### src/rtl/regfile_wb_arbiter.sv
`default_nettype none
// ============================================================================
// Module      : regfile_wb_arbiter
// Description : Round-robin EXU/LSU writeback arbiter for the register file
//               write port, with a per-register busy scoreboard for decode.
// Revision    : 1.0  initial release
// ============================================================================
module regfile_wb_arbiter #(
    parameter int DATA_WIDTH      = 32,
    parameter int INPUT_INDEX_LEN = 5,
    parameter int INDEX_LEN       = 5,
    parameter int N_REG           = 32
) (
    input  logic                       clk,
    input  logic                       rst,

    input  logic                       exu_valid,
    output logic                       exu_ready,
    input  logic [INPUT_INDEX_LEN-1:0] exu_idx,
    input  logic [DATA_WIDTH-1:0]      exu_data,

    input  logic                       lsu_valid,
    output logic                       lsu_ready,
    input  logic [INPUT_INDEX_LEN-1:0] lsu_idx,
    input  logic [DATA_WIDTH-1:0]      lsu_data,

    input  logic                       issue_valid,
    input  logic [INPUT_INDEX_LEN-1:0] issue_idx,
    output logic                       issue_ready,

    input  logic [INPUT_INDEX_LEN-1:0] rs1_idx,
    input  logic [INPUT_INDEX_LEN-1:0] rs2_idx,
    output logic                       rs1_busy,
    output logic                       rs2_busy,
    output logic [N_REG-1:0]           busy,

    output logic                       RegWEn,
    output logic [INPUT_INDEX_LEN-1:0] RegWriteIndex,
    output logic [DATA_WIDTH-1:0]      RegWriteData
);

    localparam logic [INDEX_LEN-1:0] c_idxZero = '0;

    // Truncated indices
    logic [INDEX_LEN-1:0] w_exuIdx;
    logic [INDEX_LEN-1:0] w_lsuIdx;
    logic [INDEX_LEN-1:0] w_issueIdx;
    logic [INDEX_LEN-1:0] w_rs1Idx;
    logic [INDEX_LEN-1:0] w_rs2Idx;

    assign w_exuIdx   = exu_idx[INDEX_LEN-1:0];
    assign w_lsuIdx   = lsu_idx[INDEX_LEN-1:0];
    assign w_issueIdx = issue_idx[INDEX_LEN-1:0];
    assign w_rs1Idx   = rs1_idx[INDEX_LEN-1:0];
    assign w_rs2Idx   = rs2_idx[INDEX_LEN-1:0];

    // Round-robin pointer: 1 means LSU won the most recent grant
    logic                       r_lastGrantLsu;
    logic                       r_wen;
    logic [INPUT_INDEX_LEN-1:0] r_wIdx;
    logic [DATA_WIDTH-1:0]      r_wData;
    logic [N_REG-1:0]           r_busy;

    logic                       w_grantExu;
    logic                       w_grantLsu;
    logic                       w_grant;
    logic [INDEX_LEN-1:0]       w_winIdx;
    logic [DATA_WIDTH-1:0]      w_winData;
    logic [INPUT_INDEX_LEN-1:0] w_winIdxExt;
    logic [INPUT_INDEX_LEN-1:0] w_rs1IdxExt;
    logic [INPUT_INDEX_LEN-1:0] w_rs2IdxExt;

    assign w_grantExu = exu_valid && (!lsu_valid || r_lastGrantLsu);
    assign w_grantLsu = lsu_valid && (!exu_valid || !r_lastGrantLsu);
    assign w_grant    = w_grantExu || w_grantLsu;
    assign w_winIdx   = w_grantLsu ? w_lsuIdx  : w_exuIdx;
    assign w_winData  = w_grantLsu ? lsu_data  : exu_data;

    assign exu_ready  = w_grantExu;
    assign lsu_ready  = w_grantLsu;

    always_comb begin
        w_winIdxExt                = '0;
        w_winIdxExt[INDEX_LEN-1:0] = w_winIdx;
        w_rs1IdxExt                = '0;
        w_rs1IdxExt[INDEX_LEN-1:0] = w_rs1Idx;
        w_rs2IdxExt                = '0;
        w_rs2IdxExt[INDEX_LEN-1:0] = w_rs2Idx;
    end

    // Scoreboard next-state; a same-cycle set overrides the clear
    logic                       w_issueFire;
    logic                       w_clearFire;
    logic [N_REG-1:0]           w_setVec;
    logic [N_REG-1:0]           w_clrVec;
    logic [N_REG-1:0]           w_busyNext;

    assign issue_ready = !r_busy[w_issueIdx] || (w_issueIdx == c_idxZero);
    assign w_issueFire = issue_valid && issue_ready && (w_issueIdx != c_idxZero);
    assign w_clearFire = w_grant && (w_winIdx != c_idxZero);

    always_comb begin
        w_setVec = '0;
        w_clrVec = '0;
        if (w_issueFire) begin
            w_setVec[w_issueIdx] = 1'b1;
        end
        if (w_clearFire) begin
            w_clrVec[w_winIdx] = 1'b1;
        end
        w_busyNext    = (r_busy & ~w_clrVec) | w_setVec;
        w_busyNext[0] = 1'b0;
    end

    always_ff @(posedge clk or posedge rst) begin
        if (rst) begin
            r_lastGrantLsu <= 1'b1;
            r_wen          <= 1'b0;
            r_wIdx         <= '0;
            r_wData        <= '0;
            r_busy         <= '0;
        end else begin
            r_busy <= w_busyNext;
            if (w_grant) begin
                r_lastGrantLsu <= w_grantLsu;
                r_wen          <= (w_winIdx != c_idxZero);
                r_wIdx         <= w_winIdxExt;
                r_wData        <= w_winData;
            end else begin
                r_wen <= 1'b0;
            end
        end
    end

    // The clear lands at the handshake edge, so cover the commit cycle too
    assign rs1_busy = r_busy[w_rs1Idx]
                   || (r_wen && (r_wIdx == w_rs1IdxExt) && (w_rs1Idx != c_idxZero));
    assign rs2_busy = r_busy[w_rs2Idx]
                   || (r_wen && (r_wIdx == w_rs2IdxExt) && (w_rs2Idx != c_idxZero));

    assign busy          = r_busy;
    assign RegWEn        = r_wen;
    assign RegWriteIndex = r_wIdx;
    assign RegWriteData  = r_wData;

endmodule
`default_nettype wire

### config.mk
export PLATFORM = sky130hd
export DESIGN_NAME = regfile_wb_arbiter
export DESIGN_NICKNAME = d
export VERILOG_FILES = /design/src/rtl/regfile_wb_arbiter.sv
export SDC_FILE = /design/constraint.sdc
export NUM_CORES = 1
export LEC_CHECK = 0
export CAP_MARGIN = 10
export CORE_AREA = 5 5 124 150
export DETAILED_ROUTE_END_ITERATION = 6
export DIE_AREA = 0 0 129 155
export RECOVER_POWER = 50
export SLEW_MARGIN = 10
export SYNTH_ARGS = -nofsm -noshare
export SYNTH_HDL_FRONTEND = slang
export SYNTH_SLANG_ARGS = --single-unit
### constraint.sdc
create_clock -name clk -period 3.4 [get_ports clk]
set_input_delay 0.68 -clock clk [delete_from_list [all_inputs] [get_ports clk]]
set_output_delay 0.68 -clock clk [all_outputs]
set_load 0.005 [all_outputs]
==> results by group, run 1 <==
Outcome
  – Status: completed

Finish
  – Fraction of layout cells with a size suffix above 1: 14.4%
  – Fillers: 1708
  – # diodes: 0
  – Layout area overhead: 58.1%
  – Final Util: 38.6%
  – Final std cells w/o fill: 860
  – Fin nets: 729

Worst setup path
  – Worst EP required: 2.72 ns
  – Reg-to-Reg Start: r_lastGrantLsu
  – Worst path max stage delay: 0.55 ns
  – Worst Path Arrival: 2.67 ns
  – CP Max Fanout: 3
  – Critical Setup Path Class: input pin to output port
  – CP endpoint kind: output port
  – Worst R2R Setup Slack: 1.19 ns
  – CP max stage cell: clkdlybuf4s50_1
  – FF-to-FF End: RegWriteData[31]
  – Cells on worst reg2reg path: 4
  – CP Cell Sequence: clkdlybuf4s50_1 -> mux4_2 -> mux2_2 -> and3_4 -> a2111oi_4 -> dlygate4sd2_1
  – Setup crit start kind: input pin

Synth
  – Post-synth EDFFs: 0
  – Avg Inst Size Synth: 9.40 um2
  – Synthesized cell area: 4170 um2
  – Synth Warn #: 0
  – Post-Syn Nets: 538
  – #FFs+latches synth: 70
  – Post-synth top flop: dfrtp_1
  – Sequential area share after synthesis: 42.0%
  – Synthesized netlist cell count: 444
  – Synth cell types: 52
  – Asr flop ratio synth: 100%

Power and ir drop
  – Max VDD drop: 0.000249 V
  – Sw Share: 31.3%
  – Pint: 2.31 mW
  – Gate power share: 34.4%
  – NetSw: 1.05 mW
  – Clock share of power: 28.9%
  – Sequential share of power: 36.7%
  – Lkg Pwr: 2.63 nW
  – PD cells: 509 nW/um2

Detailed routing
  – ANT nets after route: 0
  – Post-route DRC: 0
  – DR vias: 4362
  – Final WL: 15900 um
  – DR pass1 iterations: 5
  – Drt initial violations: 295
  – Routed len/inst: 18.5 um
  – Vias/cell: 5.07

Place
  – Routability cong.: 0.938
  – Placed Cells: 844
  – Detail Placement HPWL: 12700 um
  – Port Buffers: 167
  – Worst setup slack after placement: -0.532 ns

Clock network
  – CTS Buf Count: 9
  – Clock sinks: 70
  – Clk root buf: clkbuf_16
  – Hold Buf Count CTS: 0
  – Longest Clk Path Bufs: 2
  – Worst-Skew Late Latency: 0.33 ns
  – Maximum level of the CTS H-tree: 3
  – Clock-pin slew on the worst setup and hold paths: 0.05 ns
  – CTS tree: done

STA
  – Setup tns final: 0 ns
  – WHS: 0.528 ns
  – Final-report max-slew violation count: 0
  – RSZ-0062 raised after global routing: false
  – Worst-Margin Slew: 1.42 ns
  – Final hold viol count: 0
  – Final setup vio count: 0
  – Rel. slew slack: 5.53%
  – Clk_skew: 0.00768 ns
  – Min cycle time layout: 3.35 ns
  – Final worst path period share: 98.4%
  – F_max: 299 MHz
  – Setup WS post-layout: 0.0536 ns

Hold path
  – Min-Delay Endpoint: r_lastGrantLsu
  – Hold depth: 2
  – Hold Crit Class: register to register
  – Critical hold path startpoint: r_lastGrantLsu

GRT
  – Global-route total usage across every layer: 15.7%
  – Initial antenna violation count: 0
  – Total gr overflow: 0
  – Number of global-route vias before repair: 4488
  – First-pass GRT wire length: 24600 um
  – Largest net degree at the start of global routing: 40

Floorplanning
  – Die height: 155 um
  – Die Footprint: 20000 um2
  – Core area: 17100 um2
  – Initial Utilization: 24.4%
  – Die X: 129 um
  – Cell Rows: 53
  – Ports: 169

Run
  – Max Cap Viol: 0
[cells by family after synthesis]
family,count (synthesis),share of synthesized area (%)
other,1,0.0898
muxes,41,15.8
xor gates and xnor gates,8,1.68
buffers and inverters,37,4.23
and+or+nand+nor,172,18.9
AOI/OAI and AO/OA,115,17.3
DFF,70,42.0
[sequential cells by signal, summed over array words and instances, names as in the netlist]
| signal | count |
|---|---|
| RegWriteData | 32 |
| busy | 31 |
| RegWriteIndex | 5 |
| RegWEn | 1 |
| r_lastGrantLsu | 1 |
[worst max-delay path by stage]
stage	startpoint	endpoint	slack, ns	cells after the start
2_1_floorplan	issue_idx[0]	issue_ready	0.69	5
3_3_place_gp	issue_idx[0]	issue_ready	-0.52	7
3_5_place_dp	issue_idx[0]	issue_ready	-0.53	7
4_1_cts	rs2_idx[0]	rs2_busy	0.02	8
5_1_grt	rs2_idx[0]	rs2_busy	0.02	8
6_report	issue_idx[1]	issue_ready	0.05	6
[cell usage after synthesis (2+ instances only)]
master | instances | area, um2
a21oi_1 | 9 | 45.0
a22o_1 | 6 | 52.6
a31oi_1 | 7 | 43.8
and2_1 | 3 | 18.8
buf_1 | 3 | 11.3
buf_2 | 6 | 30.0
buf_4 | 2 | 15.0
buf_6 | 3 | 33.8
clkbuf_1 | 13 | 48.8
dfrtp_1 | 69 | 1730
inv_1 | 10 | 37.5
mux2_2 | 6 | 67.6
mux2i_1 | 15 | 150
mux4_1 | 2 | 52.6
mux4_2 | 16 | 360
nand2_1 | 33 | 124
nand2b_1 | 6 | 37.5
nand3_1 | 9 | 45.0
nand3b_1 | 6 | 45.0
nand4_1 | 2 | 12.5
nor2_1 | 83 | 312
nor2b_1 | 7 | 43.8
nor3_1 | 5 | 25.0
nor4_1 | 2 | 12.5
o21ai_0 | 38 | 190
o22ai_1 | 33 | 206
o2bb2ai_1 | 5 | 43.8
o31ai_1 | 6 | 45.0
or2_2 | 7 | 43.8
or3_1 | 4 | 25.0
xnor2_1 | 2 | 17.5
xor2_1 | 6 | 52.6
[cell type report]
class	count	area, um2	share of cell area [%]
Timing Repair Buffer	207	1960	29.7
Clock buffer	11	253	3.83
Inverter	10	37.5	0.569
Clock inverter	5	57.6	0.872
Multi-Input combinational cell	337	2260	34.3
Tap cell	220	275	4.17
Sequential cell	70	1750	26.6
[per-stage QoR]
step	cell area, um2	power, mW
2_1_floorplan	4170	1.65
3_3_place_gp	6300	2.40
3_5_place_dp	6300	2.42
4_1_cts	6620	3.42
5_1_grt	6600	3.54
6_report	6600	3.36
[layout by cell type, fill, tap and decap left out, types with 7 or more instances in the layout]
cell type	instances
inv_1	10
clkdlybuf4s50_1	129
o21ai_0	37
mux4_2	16
nor2_1	83
clkbuf_16	9
o22ai_1	33
nor2b_1	7
dfrtp_1	69
buf_4	35
a31oi_1	7
mux2i_1	15
a21oi_1	9
nand3_1	9
nand2_1	33
dlygate4sd3_1	33
[power by group through the flow]
stage / Clock (mW) / Sequential, mW / Combinational (mW)
final: 0.971 / 1.23 / 1.16
after global routing: 1.04 / 1.25 / 1.25
after CTS: 1.00 / 1.23 / 1.19
after detailed placement: 0 / 1.24 / 1.18
after global placement: 0 / 1.24 / 1.17
after floorplan: 0 / 1.17 / 0.480
[what timing repair did]
item,4_1_cts,5_1_grt
setup endpoints to repair,3,1
resized for setup,9,0
setup buffers,0,0
pin swaps,2,1
[layer usage]
layer,vias up,track usage (%),share of wire [%]
li1,2001,-,-
met1,2085,18.0,38
met2,234,26.1,49
met3,42,4.29,8.0
met4,0,8.70,4.7
met5,-,0,0
[critical path, delay by kind of cell]
| kind | cells | cell delay, ns |
|---|---|---|
| buffers and inverters | 2 | 0.84 |
| multiplexers | 2 | 0.63 |
| AO/OA/AOI/OAI | 1 | 0.34 |
| AND/OR/NAND/NOR | 1 | 0.19 |
Power figures use the tool's default switching activity.
==> run 2, diff against run 1 <==
--- a/config.mk
+++ b/config.mk
@@ -5,10 +5,11 @@
 export SDC_FILE = /design/constraint.sdc
 export NUM_CORES = 1
 export LEC_CHECK = 0
+export ABC_AREA = 1
 export CAP_MARGIN = 10
-export CORE_AREA = 5 5 124 150
+export CORE_AREA = 5 5 134 162
 export DETAILED_ROUTE_END_ITERATION = 6
-export DIE_AREA = 0 0 129 155
+export DIE_AREA = 0 0 139 167
 export RECOVER_POWER = 50
 export SLEW_MARGIN = 10
 export SYNTH_ARGS = -nofsm -noshare
==> results by group, run 2 <==
Detailed routing
  – DR pass1 iterations: 5 (unchanged)
  – Post-route DRC: 0 (unchanged)
  – ANT nets after route: 0 (unchanged)
  – Vias/cell: 4.80 (was 5.07)
  – Drt initial violations: 261 (was 295)
  – Final WL: 19400 um (was 15900 um)
  – Routed len/inst: 16.4 um (was 18.5 um)
  – DR vias: 5659 (was 4362)

Hold path
  – Hold Crit Class: register to register (unchanged)
  – Min-Delay Endpoint: r_lastGrantLsu (unchanged)
  – Critical hold path startpoint: r_lastGrantLsu (unchanged)
  – Hold depth: 2 (unchanged)

Clock network
  – CTS Buf Count: 9 (unchanged)
  – CTS tree: done (unchanged)
  – Maximum level of the CTS H-tree: 3 (unchanged)
  – Clock-pin slew on the worst setup and hold paths: 0.06 ns (was 0.05 ns)
  – Clock sinks: 70 (unchanged)
  – Worst-Skew Late Latency: 0.35 ns (was 0.33 ns)
  – Hold Buf Count CTS: 0 (unchanged)
  – Longest Clk Path Bufs: 2 (unchanged)
  – Clk root buf: clkbuf_16 (unchanged)

GRT
  – Global-route total usage across every layer: 16.2% (was 15.7%)
  – Total gr overflow: 0 (unchanged)
  – Largest net degree at the start of global routing: 48 (was 40)
  – First-pass GRT wire length: 29900 um (was 24600 um)
  – Initial antenna violation count: 0 (unchanged)
  – Number of global-route vias before repair: 5508 (was 4488)

Worst setup path
  – Cells on worst reg2reg path: 9 (was 4)
  – Worst EP required: 2.72 ns (about the same)
  – CP Cell Sequence: clkdlybuf4s50_1 -> inv_2 -> nand2_1 -> nand2_1 -> nand2_1 -> nand2_1 -> nor2_2 -> and2_1 -> clkdlybuf4s50_1 (was clkdlybuf4s50_1 -> mux4_2 -> mux2_2 -> and3_4 -> a2111oi_4 -> dlygate4sd2_1)
  – FF-to-FF End: busy[21] (was RegWriteData[31])
  – Critical Setup Path Class: input pin to output port (unchanged)
  – CP max stage cell: clkdlybuf4s50_1 (unchanged)
  – CP endpoint kind: output port (unchanged)
  – Reg-to-Reg Start: r_lastGrantLsu (unchanged)
  – Setup crit start kind: input pin (unchanged)
  – Worst R2R Setup Slack: 0.86 ns (was 1.19 ns)
  – Worst path bufs/invs: 3 (was 2)
  – Cell mode on critical path: nand2_1
  – CP Max Fanout: 10 (was 3)
  – Largest delay contributor family on the critical path: buffers and inverters (unchanged)
  – Worst path max stage delay: 0.71 ns (was 0.55 ns)
  – Worst Path Arrival: 2.59 ns (was 2.67 ns)

STA
  – Setup tns final: 0 ns (unchanged)
  – Worst-Margin Slew: 1.25 ns (was 1.42 ns)
  – Final-report max-slew violation count: 0 (unchanged)
  – Final hold viol count: 0 (unchanged)
  – RSZ-0062 raised after global routing: false (unchanged)
  – WHS: 0.465 ns (was 0.528 ns)
  – Clk_skew: 0.00923 ns (was 0.00768 ns)
  – Final setup vio count: 0 (unchanged)
  – F_max: 306 MHz (was 299 MHz)
  – Final worst path period share: 96.1% (was 98.4%)
  – Rel. slew slack: 16.7% (was 5.53%)
  – Min cycle time layout: 3.27 ns (was 3.35 ns)

Finish
  – Final instance area: 7190 um2 (was 6600 um2)
  – Layout area overhead: 47.2% (was 58.1%)
  – Final Util: 36.0% (was 38.6%)
  – Commonest non-fill, non-tap cell in the layout: nand2_1 (was clkdlybuf4s50_1)
  – Commonest cells after routing, fill and taps aside: 220 x nand2_1, 133 x clkdlybuf4s50_1, 95 x nor2_1 (was 129 x clkdlybuf4s50_1, 83 x nor2_1, 69 x dfrtp_1)
  – Fin nets: 1004 (was 729)
  – Max FFs per register: 32 (unchanged)
  – # diodes: 0 (unchanged)
  – Fraction of layout cells with a size suffix above 1: 6.89% (was 14.4%)
  – Final std cells w/o fill: 1180 (was 860)

Place
  – Routability cong.: 0.885 (was 0.938)
  – Post-DP Area: 6870 um2 (was 6300 um2)
  – Detail Placement HPWL: 14700 um (was 12700 um)
  – Port Buffers: 167 (unchanged)
  – Placed Cells: 1160 (was 844)

Synth
  – Post-Syn Nets: 843 (was 538)
  – Synthesized netlist cell count: 749 (was 444)
  – Yosys top cell by area: dfrtp_1 (unchanged)
  – Synth cell types: 32 (was 52)
  – Post-synth EDFFs: 0 (unchanged)
  – Synth Warn #: 0 (unchanged)
  – Count leader, synth: nand2_1 (was nor2_1)
  – Synthesized cell area: 4880 um2 (was 4170 um2)
  – #FFs+latches synth: 70 (unchanged)
  – Synth top area cells: dfrtp_1 35%, nand2_1 17%, nor2_1 7.4%, nand3_1 6.7%, o21ai_0 5.8% (was dfrtp_1 41%, mux4_2 8.6%, nor2_1 7.5%, o22ai_1 4.9%, o21ai_0 4.6%)
  – Post-synth top flop: dfrtp_1 (unchanged)
  – Avg Inst Size Synth: 6.52 um2 (was 9.40 um2)
  – Yosys top cell area share: 35.4% (was 41.4%)
  – Commonest cells in the netlist: 219 x nand2_1, 96 x nor2_1, 69 x dfrtp_1, 65 x nand3_1, 62 x inv_1 (was 83 x nor2_1, 69 x dfrtp_1, 38 x o21ai_0, 33 x nand2_1, 33 x o22ai_1)
  – Sequential area share after synthesis: 35.9% (was 42.0%)
  – Asr flop ratio synth: 100% (unchanged)

Outcome
  – Status: completed (unchanged)

Floorplanning
  – Cell Rows: 57 (was 53)
  – Core area: 20000 um2 (was 17100 um2)
  – Die Footprint: 23200 um2 (was 20000 um2)
  – Die height: 167 um (was 155 um)
  – Die X: 139 um (was 129 um)
  – Initial Utilization: 24.4% (about the same)
  – Ports: 169 (unchanged)

Run
  – Max Cap Viol: 0 (unchanged)

Power and ir drop
  – Lkg Pwr: 3.22 nW (was 2.63 nW)
  – Max VDD drop: 0.000229 V (was 0.000249 V)
  – PD cells: 480 nW/um2 (was 509 nW/um2)
==> run 2: changes by cell type in the layout (fill, tap and decap cells not counted), moves of 15 or more <==
cell / previous run / this run
mux4_2: 16 / 0
a21oi_1: 9 / 42
nand2_1: 33 / 220
nand3_1: 9 / 65
o22ai_1: 33 / 3
inv_1: 10 / 61
mux2i_1: 15 / 0
o21ai_0: 37 / 58
nand4_1: 2 / 40
==> run 2: repair_timing <==
action	CTS	global route
setup endpoints to repair	0	1
setup buffers	0	4
resized for setup	0	3
==> run 2: layer usage <==
layer  track usage (%)  part of all wire, %
met5                 0                    0
met2              29.1                   52
met3              3.44                  6.5
met4              6.89                  3.4
met1              18.5                   39
==> run 2: worst min-delay path, delay by kind of cell, from the launching register on <==
kind	cells	cell delay (ns)
flip-flops	1	0.37
AND/OR/NAND/NOR	2	0.09
==> run 2: through the flow <==
step / worst slack, ns / power, mW
after detailed placement: 0.138 / 2.51
after floorplan: 0.953 / 1.72
final: 0.132 / 3.45
after global routing: 0.0339 / 3.65
after CTS: 0.118 / 3.51
after global placement: 0.142 / 2.51
==> run 2: cell families after synthesis <==
logic type / after synthesis / share of synthesized area, %
AND/OR/NAND/NOR: 441 / 39.3
XOR/XNOR: 4 / 0.718
other: 1 / 0.0768
AO/OA/AOI/OAI: 124 / 14.3
flip-flops: 70 / 35.9
buffers and inverters: 109 / 9.66
==> run 2: how the worst max path moves through the flow <==
stage | depth (start not counted) | start | end | slack, ns
CTS | 9 | issue_idx[1] | issue_ready | 0.12
floorplan | 1 | rst | RegWEn | 0.95
global placement | 9 | issue_idx[1] | issue_ready | 0.14
finish | 9 | issue_idx[1] | issue_ready | 0.13
global route | 10 | issue_idx[1] | issue_ready | 0.03
detailed placement | 9 | issue_idx[1] | issue_ready | 0.14
==> run 2: cell type report <==
cell class,count,area (um2)
tap,265,332
fill,2134,12800
clock buffer,10,239
multi-input combinational,570,2650
clock inverter,6,71.3
sequential,70,1750
timing repair buffer,192,1880
inverter,67,255
==> run 2: report_power, final <==
group	switching [mW]	leakage, nW	total (mW)	internal (mW)
combinational	0.585	2.24	1.19	0.604
sequential	0.270	0.837	1.28	1.01
clock	0.392	0.145	0.983	0.591
==> run 3, diff against run 2 <==
--- a/config.mk
+++ b/config.mk
@@ -6,7 +6,7 @@
 export NUM_CORES = 1
 export LEC_CHECK = 0
 export ABC_AREA = 1
-export CAP_MARGIN = 10
+export CAP_MARGIN = 20
 export CORE_AREA = 5 5 134 162
 export DETAILED_ROUTE_END_ITERATION = 6
 export DIE_AREA = 0 0 139 167
==> results of run 3 <==
Final layout, timing and power as in run 2 (identical DEF).
